### src/rtl/order_pkg.sv
// Shared types and helpers for the order gate and its buffer.
package order_pkg;

  // One buffered decision: type, id, price and volume (136 bits)
  typedef struct packed {
    logic [7:0]  ord_type;
    logic [63:0] order_id;
    logic [31:0] price;
    logic [31:0] volume;
  } order_t;

  // Gate sequencing states
  typedef enum logic [1:0] {
    IDLE  = 2'd0,
    CHECK = 2'd1,
    SEND  = 2'd2
  } gate_state_e;

  // Width of the drop counters
  localparam int DROP_CNT_W = 16;

  // Increment that sticks at all-ones instead of wrapping
  function automatic logic [DROP_CNT_W-1:0] sat_inc16(input logic [DROP_CNT_W-1:0] v);
    logic [DROP_CNT_W-1:0] r;
    r = v;
    if (v != {DROP_CNT_W{1'b1}}) begin
      r = v + DROP_CNT_W'(1);
    end
    return r;
  endfunction

endpackage

### src/rtl/order_fifo.sv
// First-word fall-through FIFO holding pending orders. The head entry is
// visible combinationally whenever the buffer is not empty. Pushes into a
// full buffer and pops from an empty one are ignored here; the caller
// decides how to account for them.
module order_fifo
  import order_pkg::*;
#(
  parameter int  DEPTH = 4,
  parameter type T     = order_t
) (
  input  logic                   clk,
  input  logic                   rst_n,
  input  logic                   i_push,
  input  T                       i_push_data,
  input  logic                   i_pop,
  output T                       o_head,
  output logic                   o_full,
  output logic                   o_empty,
  output logic [$clog2(DEPTH):0] o_count
);

  localparam int AW = $clog2(DEPTH);

  T               r_mem [DEPTH];
  logic [AW-1:0]  r_wr_ptr;
  logic [AW-1:0]  r_rd_ptr;
  logic [AW:0]    r_count;

  logic           w_do_push;
  logic           w_do_pop;

  assign o_full    = (r_count == (AW+1)'(DEPTH));
  assign o_empty   = (r_count == '0);
  assign o_count   = r_count;
  assign o_head    = r_mem[r_rd_ptr];

  assign w_do_push = i_push && !o_full;
  assign w_do_pop  = i_pop && !o_empty;

  // Storage array; contents are only meaningful while counted, so no reset
  always_ff @(posedge clk) begin
    if (w_do_push) begin
      r_mem[r_wr_ptr] <= i_push_data;
    end
  end

  // Pointers and occupancy; a simultaneous push and pop leaves the count alone
  always_ff @(posedge clk or negedge rst_n) begin
    if (!rst_n) begin
      r_wr_ptr <= '0;
      r_rd_ptr <= '0;
      r_count  <= '0;
    end else begin
      if (w_do_push) begin
        r_wr_ptr <= r_wr_ptr + AW'(1);
      end
      if (w_do_pop) begin
        r_rd_ptr <= r_rd_ptr + AW'(1);
      end
      case ({w_do_push, w_do_pop})
        2'b10:   r_count <= r_count + (AW+1)'(1);
        2'b01:   r_count <= r_count - (AW+1)'(1);
        default: r_count <= r_count;
      endcase
    end
  end

endmodule

### src/rtl/order_gate.sv
// Risk and sequencing gate between trading logic and the transmit path.
// Decision pulses are buffered, checked against a cumulative position cap
// and a token-bucket rate limit, and released one at a time over a
// valid/ready handshake. The order stays at the FIFO head until it is either
// rejected or handshaken, so a waiting or presented order keeps its slot.
module order_gate
  import order_pkg::*;
#(
  parameter int DEPTH         = 4,
  parameter int TOKENS_MAX    = 8,
  parameter int REFILL_CYCLES = 1000,
  parameter int MAX_POSITION  = 100000
) (
  input  logic                            clk,
  input  logic                            rst_n,
  input  logic                            enable,
  input  logic                            in_valid,
  input  logic [7:0]                      in_type,
  input  logic [63:0]                     in_order_id,
  input  logic [31:0]                     in_price,
  input  logic [31:0]                     in_volume,
  output logic                            out_valid,
  input  logic                            out_ready,
  output logic [7:0]                      out_type,
  output logic [63:0]                     out_order_id,
  output logic [31:0]                     out_price,
  output logic [31:0]                     out_volume,
  output logic [47:0]                     position,
  output logic [$clog2(TOKENS_MAX+1)-1:0] tokens,
  output logic [15:0]                     drop_full_cnt,
  output logic [15:0]                     drop_risk_cnt
);

  localparam int TW = $clog2(TOKENS_MAX + 1);
  localparam int RW = $clog2(REFILL_CYCLES);
  localparam int CW = $clog2(DEPTH) + 1;

  gate_state_e    r_state;
  gate_state_e    w_next_state;

  order_t         r_out;
  logic           r_out_valid;
  logic [47:0]    r_position;
  logic [TW-1:0]  r_tokens;
  logic [RW-1:0]  r_refill_cnt;
  logic [15:0]    r_drop_full;
  logic [15:0]    r_drop_risk;

  order_t         w_push_data;
  order_t         w_head;
  logic           w_push;
  logic           w_fifo_full;
  logic           w_fifo_empty;
  logic [CW-1:0]  w_fifo_count;
  logic           w_drop_full;

  logic [48:0]    w_pos_sum;
  logic           w_risk_ok;
  logic           w_refill;

  logic           w_pop;
  logic           w_consume;
  logic           w_load_out;
  logic           w_risk_drop;
  logic           w_accept;

  assign w_push      = in_valid && enable;
  assign w_drop_full = w_push && w_fifo_full;
  assign w_push_data = order_t'{in_type, in_order_id, in_price, in_volume};

  order_fifo #(
    .DEPTH (DEPTH),
    .T     (order_t)
  ) u_fifo (
    .clk         (clk),
    .rst_n       (rst_n),
    .i_push      (w_push),
    .i_push_data (w_push_data),
    .i_pop       (w_pop),
    .o_head      (w_head),
    .o_full      (w_fifo_full),
    .o_empty     (w_fifo_empty),
    .o_count     (w_fifo_count)
  );

  // Position check is done one bit wider than the accumulator so it cannot wrap
  assign w_pos_sum = {1'b0, r_position} + {17'b0, w_head.volume};
  assign w_risk_ok = (w_head.volume != 32'd0) && (w_pos_sum <= 49'(MAX_POSITION));

  assign w_refill  = (r_refill_cnt == '0);

  // State register
  always_ff @(posedge clk or negedge rst_n) begin
    if (!rst_n) begin
      r_state <= IDLE;
    end else begin
      r_state <= w_next_state;
    end
  end

  // Next state and per-cycle actions; risk is re-evaluated every CHECK cycle
  always_comb begin
    w_next_state = r_state;
    w_pop        = 1'b0;
    w_consume    = 1'b0;
    w_load_out   = 1'b0;
    w_risk_drop  = 1'b0;
    w_accept     = 1'b0;
    case (r_state)
      IDLE: begin
        if (enable && !w_fifo_empty) begin
          w_next_state = CHECK;
        end
      end
      CHECK: begin
        if (w_fifo_count == '0) begin
          w_next_state = IDLE;
        end else if (!w_risk_ok) begin
          w_pop        = 1'b1;
          w_risk_drop  = 1'b1;
          w_next_state = IDLE;
        end else if (r_tokens != '0) begin
          w_consume    = 1'b1;
          w_load_out   = 1'b1;
          w_next_state = SEND;
        end
      end
      SEND: begin
        if (out_ready) begin
          w_pop        = 1'b1;
          w_accept     = 1'b1;
          w_next_state = IDLE;
        end
      end
      default: begin
        w_next_state = IDLE;
      end
    endcase
  end

  // Presented order: captured on CHECK->SEND, held until the handshake
  always_ff @(posedge clk or negedge rst_n) begin
    if (!rst_n) begin
      r_out       <= '0;
      r_out_valid <= 1'b0;
    end else if (w_load_out) begin
      r_out       <= w_head;
      r_out_valid <= 1'b1;
    end else if (w_accept) begin
      r_out_valid <= 1'b0;
    end
  end

  // Token bucket: periodic refill, one token per released order
  always_ff @(posedge clk or negedge rst_n) begin
    if (!rst_n) begin
      r_refill_cnt <= RW'(REFILL_CYCLES - 1);
      r_tokens     <= TW'(TOKENS_MAX);
    end else begin
      if (w_refill) begin
        r_refill_cnt <= RW'(REFILL_CYCLES - 1);
      end else begin
        r_refill_cnt <= r_refill_cnt - RW'(1);
      end
      case ({w_refill, w_consume})
        2'b10: begin
          if (r_tokens < TW'(TOKENS_MAX)) begin
            r_tokens <= r_tokens + TW'(1);
          end
        end
        2'b01:   r_tokens <= r_tokens - TW'(1);
        default: r_tokens <= r_tokens;
      endcase
    end
  end

  // Cumulative volume of handshaken orders
  always_ff @(posedge clk or negedge rst_n) begin
    if (!rst_n) begin
      r_position <= '0;
    end else if (w_accept) begin
      r_position <= r_position + 48'(r_out.volume);
    end
  end

  // Saturating drop counters for overflow and risk rejects
  always_ff @(posedge clk or negedge rst_n) begin
    if (!rst_n) begin
      r_drop_full <= '0;
      r_drop_risk <= '0;
    end else begin
      if (w_drop_full) begin
        r_drop_full <= sat_inc16(r_drop_full);
      end
      if (w_risk_drop) begin
        r_drop_risk <= sat_inc16(r_drop_risk);
      end
    end
  end

  assign out_valid     = r_out_valid;
  assign out_type      = r_out.ord_type;
  assign out_order_id  = r_out.order_id;
  assign out_price     = r_out.price;
  assign out_volume    = r_out.volume;
  assign position      = r_position;
  assign tokens        = r_tokens;
  assign drop_full_cnt = r_drop_full;
  assign drop_risk_cnt = r_drop_risk;

endmodule

### config.mk
export PLATFORM = sky130hd
export DESIGN_NAME = order_gate
export DESIGN_NICKNAME = d
export VERILOG_FILES = /design/src/rtl/order_pkg.sv /design/src/rtl/order_fifo.sv /design/src/rtl/order_gate.sv
export SDC_FILE = /design/constraint.sdc
export NUM_CORES = 1
export LEC_CHECK = 0
export ABC_AREA = 1
export BUFFER_PORTS_ARGS = -buffer_cell sky130_fd_sc_hd__buf_4
export CORE_UTILIZATION = 30
export DETAILED_ROUTE_END_ITERATION = 16
export PLACE_DENSITY_LB_ADDON = 0.12
export SYNTH_ARGS = -nofsm -noshare
export SYNTH_HDL_FRONTEND = slang
export SYNTH_SLANG_ARGS = --single-unit
### constraint.sdc
create_clock -name clk -period 9.95 [get_ports clk]
set_clock_uncertainty 0.2 [all_clocks]
set_input_delay 1.99 -clock clk [delete_from_list [all_inputs] [get_ports clk]]
set_output_delay 1.99 -clock clk [all_outputs]
set_load 0.02 [all_outputs]
==> out/qor.yml, run 1 <==
worstSkewPairLatency_ps: 670
fin_util_pct: 36.6
cts.htree.levels: 3
p_leak_nw: 19.1
antenna_left: 0
grt_pass1_vias: 27200
routed_wl_mm: 113
cts_repair_resize_count: 0
yosysMostFrequentCell: "nand2_1"
die-width_um: 349
grt_use_total_pct: 18.4
end_kind: "flip-flop"
syn2layout_area_growth_pct: 20.2
synth_edf_count: 544
fin_crit_ps: 6550
status: "finished clean"
ys_warn_count: 0
ctsHoldBuffers: 0
slew_viol_final: 0
clockBufferDepth: 3
synth_common_cells: "nand2_1, edfxtp_1, nor2_1"
antenna_found_initial: 17
netlist.area_leader.share_pct: 45.2
cts_sinks: 784
core_um2: 119000
min_path_type: "flip-flop to flip-flop"
synth_top_area_cell: "edfxtp_1"
wire_per_inst_um: 19.5
multi_input_area_um2: 11900
syn_area_um2: 36100
start_util_pct: 30.4
synthFlopType: "edfxtp_1"
fin_nets: 4322
ys_seq_area_share_pct: 61.9
place_congestion: 0.964
tightest_slew_ps: 1060
post_cts_buffers: 0
tns_ps: 0
syn_nets: 3970
placed_area_um2: 40500
total_power_mw: 9.71
cp.arrival_ps: 6960
hold_viol: 0
finalCritPeriodShare_pct: 65.8
rows: 126
via_count: 27000
cap_violations: 0
num_io_pins: 362
drt_pass1_iterations: 5
synth.area.top_cells: "edfxtp_1, dfrtp_1, nand2_1"
synth_area_per_cell_um2: 9.64
cts_root_buf: "clkbuf_16"
powerDensity_nw_per_um2: 224
fillCellCount: 12000
seq_area_um2: 22400
fmax_mhz: 153
design_area_um2: 43400
peakVddDrop_uv: 149
cts_tree: "yes"
cts_buffers: 91
synth_cell_types: 45
drc: 0
design.die.area_um2: 122000
postSynthCellCount: 3748
grt-ovfl-total: 0
final-setup-viol-count: 0
grt_pass1_wl_mm: 170
relSlewSlack_pct: 29.5
critPathKind: "flip-flop to flip-flop"
grt_start_max_net_pins: 119
critPathLaunchType: "flip-flop"
hpwl_mm: 74.8
numPortBuffers: 361
drt_iter0_drc: 1494
required_ps: 10360
path_max_fanout: 72
rsz0062_at_grt: "false"
viasPerCell: 4.67
die_h_um: 349
ys_ff_latch: 784
synth_async_sr_flop_share_pct: 30.6
drive_above_1_share_pct: 13.7
clk_transition_reported_paths_ps: 60
## critical path, cell delays in order, from the launching register on
cell      delay, ps
dfrtp_4         700
inv_4           770
nand3_1         220
nand2_1         200
inv_1            60
ha_1            250
fa_1            450
nand2_1          80
nand2_1         160
nand3_1         170
nand2_2         130
nand2_1         120
nand2_1         170
nand3_1         140
nand3b_1        110
nand2_1          80
nand2_1          50
nor2_1          190
nand3_1         160
nor2_4          170
nand3_2         130
nor2_4          120
buf_4           670
buf_4           650
nand2_1         120
nand2_1          90
## flip-flops by register name, summed over array words and instances, names as in the netlist
name and cells:
drop_full_cnt 16, drop_risk_cnt 16, out_order_id 64, out_price 32, out_type 8, out_valid 1
out_volume 32, position 48, r_refill_cnt 10, r_state 2, tokens 4, u_fifo.o_count 3
u_fifo.r_mem 544, u_fifo.r_rd_ptr 2, u_fifo.r_wr_ptr 2
## placed cells by master, fill, tap and decap left out, types with 4 or more instances in the layout
cell	synthesis	layout
edfxtp_1	544	544
buf_4	9	387
fa_1	4	4
nand3_1	192	192
nand2_1	1137	1136
o21a_1	4	4
clkinv_2	0	19
ha_1	77	77
dfstp_2	9	9
inv_1	333	333
o21ai_0	306	306
clkinv_1	4	12
inv_2	6	4
nand4_1	41	41
clkbuf_8	0	13
xor2_1	44	44
nand2_2	5	6
a31oi_1	10	10
nor2_4	3	7
o22ai_1	104	104
a21boi_0	4	4
nor2_2	6	6
a21oi_1	73	73
dfrtp_1	231	229
nor2_1	390	386
nor3_1	19	19
clkbuf_16	0	93
clkbuf_1	74	24
or2_2	5	5
nand3b_1	10	10
nor4_1	7	7
xnor2_1	28	28
## cell families after synthesis
kind of cell,share of synthesized area (%)
xor gates and xnor gates,1.75
DFF,61.9
AOI/OAI and AO/OA,7.64
adders and majority gates,2.89
muxes,0.0312
buffers and inverters,5.38
and+or+nand+nor,20.4
## report_power, final
part           internal (mW)  switching [mW]  total [mW]
registers               3.79          0.0986        3.89
clock network           1.88            1.39        3.27
logic                  0.694            1.86        2.55
total                   6.36            3.35        9.71
## final cells by class
type,count,share of cell area (%)
flip-flops and latches,784,51.5
multi-input cells,2490,27.3
clock inverters,38,0.778
diodes,2,0.0115
inverters,343,2.99
clock buffers,130,5.98
repair buffers,390,6.82
well taps,1600,4.61
## worst paths after layout
kind	to	start	slack, ps	cells after the start
worst min register to register	r_refill_cnt[0]	r_refill_cnt[0]	270	1
min in group asynchronous	position[9]	rst_n	1120	1
worst max register to register	out_price[1]	u_fifo.r_rd_ptr[1]	3400	25
worst max-delay path	out_price[1]	u_fifo.r_rd_ptr[1]	3400	25
max in group asynchronous	out_order_id[26]	rst_n	7060	2
worst min-delay path	r_refill_cnt[0]	r_refill_cnt[0]	270	1
## per-stage QoR
step           setup WS (ps)  hold slack, ps  instances
3_5_place_dp            3250             257       5607
2_1_floorplan           1210             242       3748
4_1_cts                 3270             271       5775
5_1_grt                 2860             277       5776
3_3_place_gp            3280             255       5607
6_report                3400             269       5777
## routing by layer
metal / GRT usage (%) / wire length [um] / up-vias
li1: - / - / 13200
met3: 4.47 / 6500 / 188
met1: 23.1 / 49100 / 13000
met4: 5.37 / 3160 / 28
met5: 0 / 184 / -
met2: 31.1 / 53700 / 568
Power figures use the tool's default switching activity.
==> run 2, diff against run 1 <==
clock period = 6.9 ns   (was 9.95 ns; I/O delays follow)
==> out/qor.yml, run 2 (synthesized netlist as in run 1, its figures left out) <==
ctsHoldBuffers: 0  # unchanged
hold_viol: 0  # unchanged
clockBufferDepth: 3  # unchanged
reg2regPathDepth: 32  # +28%
largest_register_ffs: 544  # unchanged
rows: 126  # unchanged
end_kind: "flip-flop"
die_h_um: 349  # unchanged
required_ps: 7280  # -3080 ps
regMostFlops: "u_fifo.r_mem"
layout_common_cells: "nand2_1, edfxtp_1, nor2_1"
setup.worst_path.end: "tokens[3]"
tns_ps: 0  # unchanged
critPathKind: "flip-flop to flip-flop"
critPathLaunchType: "flip-flop"
antenna_left: 0  # unchanged
cp.arrival_ps: 6070  # -890 ps
crit_path_frequent_cell: "nand2_1"
drt_pass1_iterations: 5  # unchanged
p_leak_nw: 19.2  # +0.49%
grt_start_max_net_pins: 139  # +17%
cp_num_buf_inv: 5  # +1
whs_ps: 271  # +1.49 ps
powerDensity_nw_per_um2: 328  # +47%
rsz0062_at_grt: "false"
grt_use_total_pct: 18.3  # -0.038 points
routed_wl_mm: 113  # +0.22%
design.die.area_um2: 122000  # unchanged
drt_iter0_drc: 1538  # +2.9%
cts_root_buf: "clkbuf_16"
fmax_mhz: 176  # +15%
syn2layout_area_growth_pct: 21.0
slew_viol_final: 0  # unchanged
start_util_pct: 30.4  # unchanged
fin_nets: 4325  # +0.069%
worstSkewPairLatency_ps: 680  # about the same
cts_sinks: 784  # unchanged
num_io_pins: 362  # unchanged
antennaDiodeCount: 0  # -2
core_um2: 119000  # unchanged
peakVddDrop_uv: 260  # +74%
crit_path_start: "u_fifo.r_rd_ptr[1]"
drive_above_1_share_pct: 13.8  # +0.097 points
final-setup-viol-count: 0  # unchanged
wire_per_inst_um: 19.5  # +0.13%
final_common_cell: "nand2_1"
via_count: 27000  # +0.22%
final_cells: 5782  # +0.087%
relSlewSlack_pct: 27.8  # -1.7 points
critPathMaxStageDelay_ps: 560  # -210 ps
total_power_mw: 14.3  # +48%
placed_cells: 5608  # +0.018%
cts_buffers: 93  # +2.2%
hpwl_mm: 74.0  # -1.0%
path_delay_family: "simple AND/OR/NAND/NOR gates"
grt_pass1_wl_mm: 169  # -0.54%
die-width_um: 349  # unchanged
status: "finished clean"
fillCellCount: 12100  # +1.1%
regToRegEndpoint: "tokens[3]"
place_congestion: 0.942  # -2.3%
cts_repair_resize_count: 0  # unchanged
grt_pass1_vias: 26800  # -1.4%
path_depth: 32  # +28%
grt-ovfl-total: 0  # unchanged
fin_crit_ps: 5700  # -850 ps
path_max_fanout: 138  # +92%
viasPerCell: 4.68  # +0.13%
min_path_type: "flip-flop to flip-flop"
tightest_slew_ps: 1080  # +28.0 ps
r2r_slack_ps: 1200  # -2200 ps
cts.htree.levels: 3  # unchanged
post_cts_buffers: 0  # unchanged
reg2reg_from: "u_fifo.r_rd_ptr[1]"
clk_transition_reported_paths_ps: 50  # about the same
finalCritPeriodShare_pct: 82.6  # +17 points
slowest_stage: "buf_12"
cap_violations: 0  # unchanged
antenna_found_initial: 15  # -2
cts_tree: "yes"
drc: 0  # unchanged
numPortBuffers: 361  # unchanged
-- run 2: per-stage QoR --
stage               instance area [um^2]  worst slack, ps  utilization (%)
floorplan                          36100            -1230                -
global placement                   40600             1150             34.2
detailed placement                 40600             1210             34.2
CTS                                43700             1130             36.8
global route                       43700              632             36.8
finish                             43700             1200             36.8
-- run 2: per-layer routing --
layer  global-route usage (%)  wire length [um]  vias to the layer above  part of all wire (%)
met4                     5.31              2750                       26                   2.4
met3                     4.47              7360                      176                   6.5
met5                        0               175                        -                  0.15
met2                     30.4             53100                      642                    47
li1                         -                 -                    13200                     -
met1                     23.6             49500                    13000                    44
-- run 2: worst min path at each step --
stage / start / endpoint / depth (start not counted)
finish: r_refill_cnt[0] / r_refill_cnt[0] / 1
global route: r_refill_cnt[0] / r_refill_cnt[0] / 1
CTS: r_refill_cnt[0] / r_refill_cnt[0] / 1
floorplan: r_refill_cnt[0] / r_refill_cnt[0] / 1
detailed placement: r_refill_cnt[0] / r_refill_cnt[0] / 1
global placement: r_refill_cnt[0] / r_refill_cnt[0] / 1
-- run 2: worst reg2reg max path: cells and delay by family, from the launching register on --
kind                       cells  cell delay (ps)
AOI/OAI and AO/OA              1              250
DFF                            1              440
adders and majority gates      2              640
buffers and inverters          5              950
and+or+nand+nor               24             3140
-- run 2: final cells by class --
| type | instances | area, um^2 | share of cell area [%] |
|---|---|---|---|
| Clock inverter | 47 | 596 | 1.36 |
| Sequential cell | 784 | 22400 | 51.2 |
| Clock buffer | 127 | 2530 | 5.80 |
| Multi-Input combinational cell | 2490 | 11900 | 27.1 |
| Timing Repair Buffer | 391 | 3040 | 6.96 |
| Tap cell | 1600 | 2000 | 4.58 |
| Inverter | 343 | 1300 | 2.97 |
-- run 2: power breakdown --
group / total (mW) / internal [mW] / switching, mW
logic: 3.72 / 1.02 / 2.69
registers: 5.58 / 5.46 / 0.121
clock network: 5.03 / 2.97 / 2.05
==> run 3, diff against run 2 <==
clock period = 5.6 ns   (was 6.9 ns; I/O delays follow)
==> out/qor.yml, run 3 (synthesized netlist as in run 1, its figures left out) <==
switchingPower_mw: 6.09  # +25%
critPathLaunchType: "flip-flop"
drt_pass1_iterations: 5  # unchanged
required_ps: 5930  # -1350 ps
pre_cts_ws_ps: 263  # -950 ps
routed_wl_mm: 114  # +0.72%
cap_violations: 0  # unchanged
layout_common_cells: "nand2_1, edfxtp_1, buf_4"
wire_per_inst_um: 19.6  # +0.48%
final-setup-viol-count: 0  # unchanged
hpwl_mm: 75.8  # +2.4%
cts.htree.levels: 3  # unchanged
design.die.area_um2: 122000  # unchanged
grt-ovfl-total: 0  # unchanged
antenna_left: 0  # unchanged
status: "finished clean"
antenna_found_initial: 16  # +1
cp.arrival_ps: 5560  # -510 ps
cts_tree: "yes"
hold_viol: 0  # unchanged
powerDensity_nw_per_um2: 406  # +24%
critPathKind: "flip-flop to flip-flop"
rows: 126  # unchanged
largest_register_ffs: 544  # unchanged
grt_pass1_vias: 26900  # +0.19%
viasPerCell: 4.70  # +0.48%
grt_use_total_pct: 18.5  # +0.20 points
peakVddDrop_uv: 255  # -1.8%
fin_nets: 4337  # +0.28%
grt_start_max_net_pins: 127  # -8.6%
p_int_mw: 11.8  # +24%
r2r_slack_ps: 370  # -830 ps
place_congestion: 0.958  # +1.7%
crit_path_frequent_cell: "nand2_1"
clk_transition_reported_paths_ps: 60  # about the same
via_count: 27200  # +0.72%
fmax_mhz: 191  # +8.9%
final_common_cell: "nand2_1"
path_max_fanout: 41  # -70%
fin_crit_ps: 5230  # -467 ps
end_kind: "flip-flop"
fillCellCount: 12000  # -0.68%
worstSkewPairLatency_ps: 670  # about the same
numPortBuffers: 361  # unchanged
cts_buffers: 93  # unchanged
drc: 0  # unchanged
relSlewSlack_pct: 25.1  # -2.6 points
switching_share_pct: 34.1  # +0.11 points
p_leak_nw: 19.3  # +0.54%
cts_sinks: 784  # unchanged
die-width_um: 349  # unchanged
drt_iter0_drc: 1477  # -4.0%
final_cells: 5796  # +0.24%
critPathMaxStageDelay_ps: 520  # -40 ps
syn2layout_area_growth_pct: 21.7
clockBufferDepth: 3  # unchanged
grt_pass1_wl_mm: 170  # +0.99%
combPwrFrac_pct: 26.7  # +0.7 points
slowest_stage: "dfrtp_4"
fin_ws_ps: 370  # -833 ps
power_frac_clock_pct: 34.8  # -0.3 points
min_path_type: "input port to async pin"
seqPwrFrac_pct: 38.4  # -0.6 points
finalCritPeriodShare_pct: 93.4  # +11 points
slew_viol_final: 0  # unchanged
core_um2: 119000  # unchanged
tightest_slew_ps: 1110  # +29.0 ps
cts_root_buf: "clkbuf_16"
start_util_pct: 30.4  # unchanged
regMostFlops: "u_fifo.r_mem"
die_h_um: 349  # unchanged
drive_above_1_share_pct: 14.7  # +0.89 points
num_io_pins: 362  # unchanged
placed_cells: 5616  # +0.14%
fin_util_pct: 37.0  # +0.24 points
run 3: cell count changes in the layout (fill, tap and decap cells not counted), sizes merged:
cell      before  now
clkbuf       127  114
buf          391  403
clkinv        32   40
clkinvlp       4    8
diode          0    3
bufinv        10   11
inv          344  343
run 3: worst paths after layout:
| check | start | end | cells past startpoint |
|---|---|---|---|
| worst min-delay path | rst_n | position[9] | 1 |
| worst max-delay path | u_fifo.r_rd_ptr[0] | u_fifo.o_count[2] | 32 |
| worst min register to register | r_refill_cnt[0] | r_refill_cnt[0] | 1 |
| min in group clk | r_refill_cnt[0] | r_refill_cnt[0] | 1 |
| worst max register to register | u_fifo.r_rd_ptr[0] | u_fifo.o_count[2] | 32 |
| max in group asynchronous | rst_n | out_order_id[45] | 2 |
run 3: power groups by stage:
stage / logic [mW] / registers (mW) / clock network (mW)
3_5_place_dp: 4.77 / 6.99 / 0
4_1_cts: 4.78 / 6.87 / 6.44
3_3_place_gp: 4.77 / 6.99 / 0
2_1_floorplan: 3.05 / 7.07 / 0
6_report: 4.78 / 6.86 / 6.22
5_1_grt: 5.39 / 6.90 / 6.64
run 3: worst max-delay path, delay by kind of cell, from the launching register on:
| kind | cells | cell delay [ps] |
|---|---|---|
| XOR/XNOR | 1 | 150 |
| AO/OA/AOI/OAI | 2 | 260 |
| AND/OR/NAND/NOR | 19 | 2240 |
| buffers and inverters | 7 | 820 |
| adder cells (fa/ha/maj) | 3 | 870 |
| flip-flops | 1 | 520 |
run 3: per-layer routing:
metal	GRT usage [%]	routed length [um]	vias up
li1	-	-	13300
met1	23.7	50000	13200
met2	30.5	53200	593
met3	4.73	7090	179
met4	5.90	3300	28
met5	0	195	-
run 3: timing repair:
| action | 4_1_cts | 5_1_grt |
|---|---|---|
| setup endpoints to repair | 0 | 3 |
| buffers inserted | 0 | 4 |
| hold buffers | 0 | 0 |
| gates resized for setup | 0 | 24 |
run 3: stage by stage:
step / area [um^2] / TNS [ps] / total power, mW / hold slack [ps]
2_1_floorplan: 36100 / -1237470 / 10.1 / 242
3_3_place_gp: 40700 / 0 / 11.8 / 260
3_5_place_dp: 40700 / 0 / 11.8 / 265
4_1_cts: 43800 / 0 / 18.1 / 229
5_1_grt: 44000 / -5.85 / 18.9 / 253
6_report: 44000 / 0 / 17.9 / 217
run 3: cell type report:
cell class | instances | area [um^2] | share of cell area, %
Inverter | 343 | 1320 | 3.00
Clock inverter | 59 | 679 | 1.54
Tap cell | 1600 | 2000 | 4.55
Clock buffer | 114 | 2480 | 5.63
Multi-Input combinational cell | 2490 | 11900 | 27.1
Sequential cell | 784 | 22400 | 50.8
Timing Repair Buffer | 403 | 3220 | 7.31
Antenna cell | 3 | 7.51 | 0.0171
